$ cat config.mk
export PLATFORM = sky130hd
export DESIGN_NAME = intersect_arbiter
export DESIGN_NICKNAME = d
export VERILOG_FILES = /design/src/rtl/intersect_arbiter.sv
export SDC_FILE = /design/constraint.sdc
export NUM_CORES = 1
export LEC_CHECK = 0
export CORE_AREA = 5 5 148 150
export DETAILED_ROUTE_END_ITERATION = 10
export DIE_AREA = 0 0 153 155
export DONT_BUFFER_PORTS = 1
export GPL_TIMING_DRIVEN = 0
export PLACE_DENSITY = 0.3
export SYNTH_ARGS = -nofsm -noshare
export SYNTH_HDL_FRONTEND = slang
export SYNTH_SLANG_ARGS = --single-unit
$ cat constraint.sdc
create_clock -name clk -period 6.2 [get_ports clk]
set_input_delay 0.62 -clock clk [delete_from_list [all_inputs] [get_ports clk]]
set_output_delay 0.62 -clock clk [all_outputs]
set_load 0.02 [all_outputs]
$ cat src/rtl/intersect_arbiter.sv
// Shares one intersect_unit between two requesters, granting a whole fiber-tree
// stream (first flit through done token) at a time in round-robin order.
module intersect_arbiter #(
    parameter int                    DATA_WIDTH = 16,
    parameter logic [DATA_WIDTH-1:0] DONE_VAL   = 16'h0100
) (
    input  logic                      clk,
    input  logic                      rst_n,
    input  logic                      clk_en,
    input  logic                      tile_en,

    input  logic [2*DATA_WIDTH+1:0]   r0_op0,
    input  logic                      r0_op0_valid,
    output logic                      r0_op0_ready,
    input  logic [2*DATA_WIDTH+1:0]   r0_op1,
    input  logic                      r0_op1_valid,
    output logic                      r0_op1_ready,
    input  logic [2*DATA_WIDTH+1:0]   r1_op0,
    input  logic                      r1_op0_valid,
    output logic                      r1_op0_ready,
    input  logic [2*DATA_WIDTH+1:0]   r1_op1,
    input  logic                      r1_op1_valid,
    output logic                      r1_op1_ready,

    output logic [3*DATA_WIDTH+2:0]   r0_res,
    output logic                      r0_res_valid,
    input  logic                      r0_res_ready,
    output logic [3*DATA_WIDTH+2:0]   r1_res,
    output logic                      r1_res_valid,
    input  logic                      r1_res_ready,

    output logic [DATA_WIDTH:0]       coord_in_0,
    output logic                      coord_in_0_valid,
    input  logic                      coord_in_0_ready,
    output logic [DATA_WIDTH:0]       pos_in_0,
    output logic                      pos_in_0_valid,
    input  logic                      pos_in_0_ready,
    output logic [DATA_WIDTH:0]       coord_in_1,
    output logic                      coord_in_1_valid,
    input  logic                      coord_in_1_ready,
    output logic [DATA_WIDTH:0]       pos_in_1,
    output logic                      pos_in_1_valid,
    input  logic                      pos_in_1_ready,

    input  logic [DATA_WIDTH:0]       coord_out,
    input  logic                      coord_out_valid,
    output logic                      coord_out_ready,
    input  logic [DATA_WIDTH:0]       pos_out_0,
    input  logic                      pos_out_0_valid,
    output logic                      pos_out_0_ready,
    input  logic [DATA_WIDTH:0]       pos_out_1,
    input  logic                      pos_out_1_valid,
    output logic                      pos_out_1_ready,

    output logic                      owner,
    output logic                      busy
);

    localparam int F = DATA_WIDTH + 1;

    typedef enum logic [1:0] {
        ST_IDLE  = 2'd0,
        ST_FEED  = 2'd1,
        ST_DRAIN = 2'd2
    } state_t;

    state_t     r_state;
    logic       r_owner;
    logic       r_rr_ptr;
    logic       r_busy;
    logic [1:0] r_c_sent;
    logic [1:0] r_p_sent;
    logic [1:0] r_op_done;
    logic       r_res_done;

    logic [1:0][2*F-1:0] w_op;
    logic [1:0]          w_op_valid;
    logic [1:0]          w_c_ready;
    logic [1:0]          w_p_ready;
    logic [1:0]          w_c_valid;
    logic [1:0]          w_p_valid;
    logic [1:0]          w_op_ready;
    logic [1:0]          w_acc;
    logic [1:0]          w_is_done;
    logic [1:0]          w_op_done_n;
    logic                w_feed;
    logic                w_join;
    logic                w_res_valid;
    logic                w_res_ready;
    logic                w_res_xfer;
    logic                w_res_done_n;
    logic                w_cand0;
    logic                w_cand1;
    logic                w_grant;

    function automatic logic is_done_tok(input logic [F-1:0] flit);
        return flit[F-1] & (flit[F-2:0] == DONE_VAL);
    endfunction

    assign w_feed = clk_en & (r_state == ST_FEED);
    assign w_join = clk_en & ((r_state == ST_FEED) | (r_state == ST_DRAIN));

    assign w_c_ready = {coord_in_1_ready, coord_in_0_ready};
    assign w_p_ready = {pos_in_1_ready, pos_in_0_ready};

    // Select the owner's operand streams onto the internal datapath.
    always_comb begin
        w_op       = '0;
        w_op_valid = 2'b00;
        if (r_owner) begin
            w_op[0]    = r1_op0;
            w_op[1]    = r1_op1;
            w_op_valid = {r1_op1_valid, r1_op0_valid};
        end else begin
            w_op[0]    = r0_op0;
            w_op[1]    = r0_op1;
            w_op_valid = {r0_op1_valid, r0_op0_valid};
        end
    end

    // Fork each operand flit into coord/pos halves; a half already delivered is held back
    // until its partner goes, so skewed readies never duplicate or drop a half.
    always_comb begin
        w_c_valid   = 2'b00;
        w_p_valid   = 2'b00;
        w_op_ready  = 2'b00;
        w_acc       = 2'b00;
        w_is_done   = 2'b00;
        w_op_done_n = 2'b00;
        for (int k = 0; k < 2; k++) begin
            w_c_valid[k]   = w_feed & ~r_op_done[k] & w_op_valid[k] & ~r_c_sent[k];
            w_p_valid[k]   = w_feed & ~r_op_done[k] & w_op_valid[k] & ~r_p_sent[k];
            w_op_ready[k]  = w_feed & ~r_op_done[k]
                           & (r_c_sent[k] | w_c_ready[k]) & (r_p_sent[k] | w_p_ready[k]);
            w_acc[k]       = w_op_ready[k] & w_op_valid[k];
            w_is_done[k]   = is_done_tok(w_op[k][F-1:0]);
            w_op_done_n[k] = r_op_done[k] | (w_acc[k] & w_is_done[k]);
        end
    end

    assign coord_in_0       = w_op[0][F-1:0];
    assign pos_in_0         = w_op[0][2*F-1:F];
    assign coord_in_1       = w_op[1][F-1:0];
    assign pos_in_1         = w_op[1][2*F-1:F];
    assign coord_in_0_valid = w_c_valid[0];
    assign pos_in_0_valid   = w_p_valid[0];
    assign coord_in_1_valid = w_c_valid[1];
    assign pos_in_1_valid   = w_p_valid[1];

    assign r0_op0_ready = w_op_ready[0] & ~r_owner;
    assign r0_op1_ready = w_op_ready[1] & ~r_owner;
    assign r1_op0_ready = w_op_ready[0] &  r_owner;
    assign r1_op1_ready = w_op_ready[1] &  r_owner;

    // The three unit outputs move as one result flit, only toward the owner.
    assign w_res_valid  = w_join & ~r_res_done & coord_out_valid & pos_out_0_valid & pos_out_1_valid;
    assign w_res_ready  = r_owner ? r1_res_ready : r0_res_ready;
    assign w_res_xfer   = w_res_valid & w_res_ready;
    assign w_res_done_n = r_res_done | (w_res_xfer & is_done_tok(coord_out));

    assign coord_out_ready = w_res_xfer;
    assign pos_out_0_ready = w_res_xfer;
    assign pos_out_1_ready = w_res_xfer;

    assign r0_res       = {pos_out_1, pos_out_0, coord_out};
    assign r1_res       = {pos_out_1, pos_out_0, coord_out};
    assign r0_res_valid = w_res_valid & ~r_owner;
    assign r1_res_valid = w_res_valid &  r_owner;

    assign w_cand0 = tile_en & (r0_op0_valid | r0_op1_valid);
    assign w_cand1 = tile_en & (r1_op0_valid | r1_op1_valid);
    assign w_grant = (w_cand0 & w_cand1) ? r_rr_ptr : w_cand1;

    // Grant state machine plus per-operand sent/done bookkeeping.
    always_ff @(posedge clk or negedge rst_n) begin
        if (!rst_n) begin
            r_state    <= ST_IDLE;
            r_owner    <= 1'b0;
            r_rr_ptr   <= 1'b0;
            r_busy     <= 1'b0;
            r_c_sent   <= 2'b00;
            r_p_sent   <= 2'b00;
            r_op_done  <= 2'b00;
            r_res_done <= 1'b0;
        end else if (clk_en) begin
            case (r_state)
                ST_IDLE: begin
                    if (w_cand0 | w_cand1) begin
                        r_owner <= w_grant;
                        r_busy  <= 1'b1;
                        r_state <= ST_FEED;
                    end
                end
                ST_FEED, ST_DRAIN: begin
                    for (int k = 0; k < 2; k++) begin
                        if (w_acc[k]) begin
                            r_c_sent[k] <= 1'b0;
                            r_p_sent[k] <= 1'b0;
                        end else begin
                            if (w_c_valid[k] & w_c_ready[k]) r_c_sent[k] <= 1'b1;
                            if (w_p_valid[k] & w_p_ready[k]) r_p_sent[k] <= 1'b1;
                        end
                    end
                    r_op_done  <= w_op_done_n;
                    r_res_done <= w_res_done_n;
                    // Leave on the edge that completes the last done token so busy drops next cycle.
                    if ((w_op_done_n == 2'b11) && w_res_done_n) begin
                        r_state    <= ST_IDLE;
                        r_busy     <= 1'b0;
                        r_rr_ptr   <= ~r_owner;
                        r_c_sent   <= 2'b00;
                        r_p_sent   <= 2'b00;
                        r_op_done  <= 2'b00;
                        r_res_done <= 1'b0;
                    end else if (w_op_done_n == 2'b11) begin
                        r_state <= ST_DRAIN;
                    end
                end
                default: begin
                    r_state <= ST_IDLE;
                    r_busy  <= 1'b0;
                end
            endcase
        end
    end

    assign owner = r_owner;
    assign busy  = r_busy;

endmodule
# Word level (Yosys, flattened, before mapping)
# Index checks and enable logic that the tools add are counted.
# word_totals
n_memories,0
ram_bits,0
regBits,12
wordCells,117
rom_bits,0
in_bits,204
latchBits,0
# classes
n_reduce_logical,16
order_cmp,0
mux,23
div,0
bitwise,59
shift,0
n_eq_ne,9
n_addsub,0
n_mul,0
# op_table
cell,n
$mux W68,1
$eq A16 B9 Y1 const B,3
$and A1 B1 Y1,40
$reduce_and A3 Y1,8
$mux W2,7
$mux W1,13
$reduce_bool A3 Y1,4
$or A1 B1 Y1,11
$not A1 Y1,8
$eq A2 B2 Y1 const B,2
$ne A2 B2 Y1 const B,2
$pmux W2 S2,1
$ne A3 B3 Y1 const B,1
$eq A2 B1 Y1 const B,1
$logic_not A2 Y1,1
$pmux W1 S2,1
$reduce_and A2 Y1,1
$reduce_or A2 Y1,1
$logic_and A1 B1 Y1,1

# Longest topological paths before layout
# logic_depth
word_depth,13
ltp_mapped,8
mapped_depth_nobuf,8

# Least setup slack after synthesis
# OpenSTA, ideal clock, no wires.
# synth_timing
path_type,register to output
from,"register r_owner, in the netlist owner"
to,output port r0_op0_ready
path_stages_with_launch,6
arrival_ns,1.897
n_path_buf,4
setup_slack_ns,3.683
required_ns,5.580
path_cell_list,dfrtp_1 > buf_6 > buf_2 > buf_2 > buf_1 > nor4_1
# synth_between
elab_chain_cells,2
# synth_lines
item,line_no,text
from (decl),68,logic r_owner;
from (signal assigned),189,r_owner <= w_grant;
$not A1 Y1,150,assign r0_op0_ready = w_op_ready[0] & ~r_owner;
$and A1 B1 Y1,150,
to (decl),14,"output logic r0_op0_ready,"
# Every way passes these cells.

# Worst setup path after layout
# layout_timing
from,"register r_owner, in the netlist owner"
to,output port coord_in_1[16]
# layout_between
elab_chain_cells,1
# layout_lines
item,line_no,text
$mux W68,110,if (r_owner) begin
to (decl),38,"output logic [DATA_WIDTH:0] coord_in_1,"
# Every way passes these cells.

==> results.toml <==
[status]
outcome = "finished clean"

[hold_path]
hp-class = "in -> async"

[finish]
area_growth_pct = 16.6
most-common-layout-cells = "buf_4, mux2_2, nor2_1, dfrtp_1, nor4_1"
fin_nets = 529
fin_util = 0.153
fillers = 2357
final_common_cell = "buf_4"
layout-drive-gt1-share = 0.598

[drt]
wl_mm = 13.3
m1WireLength_mm = 4.90
routed-wl-met3_mm = 1.36
drc = 0
first_iter_violations = 75
firstDrtPassIters = 4
via_per_inst = 3.88
ant_nets = 0
drt-wirelength-per-cell_um = 22.3
top_layer_used = "met4"
dr_wl_met2_mm = 7.02
dr_total_vias = 2315

[power_and_ir_drop]
sequentialPowerShare = 0.168
powerDensity_nw_per_um2 = 225
internal_power_mw = 0.362
p_sw_frac = 0.490
combPwrFrac = 0.648
power.total_mw = 0.710
switchingPower_mw = 0.348
p_leak_nw = 1.23
vdd_ir_drop_max_mv = 0.0671
p_clk_frac = 0.185

[timing]
finClkSkew_ns = 0.00167
rsz0062_at_grt = "false"
hold_viol_final = 0
setup_violations = 0
period_share = 0.531
tightest_slew_ns = 0.894
finalCriticalPeriod_ns = 3.29
setup_slack_ns = 2.91
drv_slew = 0
maxSlewHeadroom = 0.399
timing.fmax_ghz = 0.304
tns_ns = 0

[worst_setup_path]
path_class = "reg -> out"
critPathSlowestCell = "buf_1"
endpoint_kind = "output pin"
cp.required_ns = 5.58
crit_path_max_fanout = 10
start_kind = "register"
crit_family = "buffers and inverters"
crit_buf_inv = 4
cp_cell_sequence = "buf_6 -> buf_2 -> buf_2 -> buf_1 -> o21ai_0"
critPathMaxStageDelay_ns = 0.62
cp_common_cell = "buf_2"
crit_arrival_ns = 2.67

[floorplan]
die_width_um = 153
initial_core_util = 0.131
io_pins = 389
die_area_um2 = 23700
coreArea_um2 = 20600
num_rows = 53
fp.dieH_um = 155

[logic_synthesis]
ys_warn_count = 0
syn_nets = 524
muxShareOfSynthArea = 0.296
synth-xor-area-share = 0
synth_compound_area_frac = 0.108
synth_area_per_cell_um2 = 8.52
synth_top_area_frac = 0.289
yosys.area.top_type = "buf_4"
synth_seq_cells = 12
synthAdderAreaFrac = 0.0139
yosysSeqAreaShare = 0.111
synth_top_family_by_area = "buffers and inverters"
synthesis.area_um2 = 2700
synthCells = 317
synth_cell_types = 50
synth_enable_flop_cells = 0
async_reset_ff_frac = 1.00
ys.flop_type = "dfrtp_1"
synth_area_leaders = "buf_4, mux2_2, dfrtp_1, nor4_1, nor2_1"
synth-simple-area-share = 0.152

[global_route]
grt_pass1_wl_mm = 17.7
overflow = 0
antenna_found_initial = 0
grt_use_total = 0.0984
grt_pass1_vias = 2510
grt_max_degree = 13

[clocking]
cts_root_buffer = "clkbuf_16"
clock_latency_ns = 0.24
cts-buffers-inserted = 3
cts_resized = 0
cts.htree.levels = 1
cts_sinks = 12
postCtsSetupBuffers = 0
postCtsHoldBufs = 0
cts_max_path_buffers = 2
clk_pin_slew_ns = 0.04
tritoncts = "done"

[placement]
pre_cts_ws_ns = 3.01
place_congestion = 0.753
dpl.hpwl_mm = 12.5
numPortBuffers = 0

[run]
cap_violations = 0
## cell usage after synthesis (2+ instances only)
library cell / number
a211oi_1: 4
a21oi_1: 7
a22o_1: 2
a31oi_1: 2
buf_1: 7
buf_2: 2
buf_4: 104
dfrtp_1: 12
ha_1: 3
inv_1: 9
mux2_2: 66
mux2i_1: 3
nand2_1: 10
nand3_1: 2
nand4_1: 4
nor2_1: 21
nor3_1: 6
nor4_1: 13
o21ai_0: 2
o22a_1: 3
o22ai_1: 4
or2_2: 2
or4_1: 2
## kinds of logic after synthesis
kind of cell / count (synthesis)
adder cells (fa/ha/maj): 3
flip-flops: 12
AO/OA/AOI/OAI: 36
multiplexers: 71
buffers and inverters: 123
AND/OR/NAND/NOR: 72
## registers in the layout, indices dropped and copies added (netlist names)
name,count
busy,1
r_p_sent,2
r_res_done,1
r_state,2
r_c_sent,2
owner,1
r_op_done,2
r_rr_ptr,1
## area by class of cell
type / count / area (um2) / share of cell area
flip-flops and latches: 12 / 300 / 0.0954
plain buffers: 114 / 828 / 0.263
well taps: 275 / 344 / 0.109
diodes: 1 / 2.50 / 0.000795
inverters: 9 / 33.8 / 0.0107
multi-input cells: 182 / 1550 / 0.493
clock buffers: 4 / 88.8 / 0.0282
## power by group through the flow
| stage | sequential [mW] | clock [mW] | combinational (mW) |
|---|---|---|---|
| after floorplan | 0.114 | 0 | 0.395 |
| after global placement | 0.122 | 0 | 0.468 |
| after detailed placement | 0.121 | 0 | 0.469 |
| after CTS | 0.121 | 0.136 | 0.470 |
| after global routing | 0.123 | 0.141 | 0.491 |
| final | 0.119 | 0.131 | 0.460 |
## worst paths after layout
path,startpoint,slack (ns),endpoint,cells past startpoint
worst max-delay path,owner$_DFFE_PN0P_,2.91,coord_in_1[16],5
worst min-delay path,rst_n,0.08,r_rr_ptr$_DFFE_PN0P_,0
worst max register to register,owner$_DFFE_PN0P_,3.33,r_rr_ptr$_DFFE_PN0P_,8
worst min register to register,r_rr_ptr$_DFFE_PN0P_,0.50,r_rr_ptr$_DFFE_PN0P_,1
max in group asynchronous,rst_n,6.05,r_op_done[0]$_DFFE_PN0N_,0
min in group clk,r_rr_ptr$_DFFE_PN0P_,0.50,r_rr_ptr$_DFFE_PN0P_,1
## stage by stage
step	area (um2)	hold slack, ns	instances
floorplan	2700	0.324	317
global placement	3050	0.326	592
detailed placement	3060	0.326	592
CTS	3150	0.0704	596
global route	3150	0.0655	596
finish	3150	0.0769	597
## worst reg2reg max path, stage by stage, from the launching register on
cell	delay, ns
dfrtp_1	0.47
buf_6	0.24
buf_2	0.29
buf_2	0.29
a22oi_1	0.14
a21oi_1	0.37
nand3_2	0.19
a211oi_4	0.41
mux2_1	0.35
## routing by layer
layer | vias to the layer above | global-route usage
met1 | 1061 | 0.114
met3 | 2 | 0.0284
met2 | 202 | 0.185
met5 | - | 0
met4 | 0 | 0.0115
li1 | 1050 | -
Power figures use the tool's default switching activity.
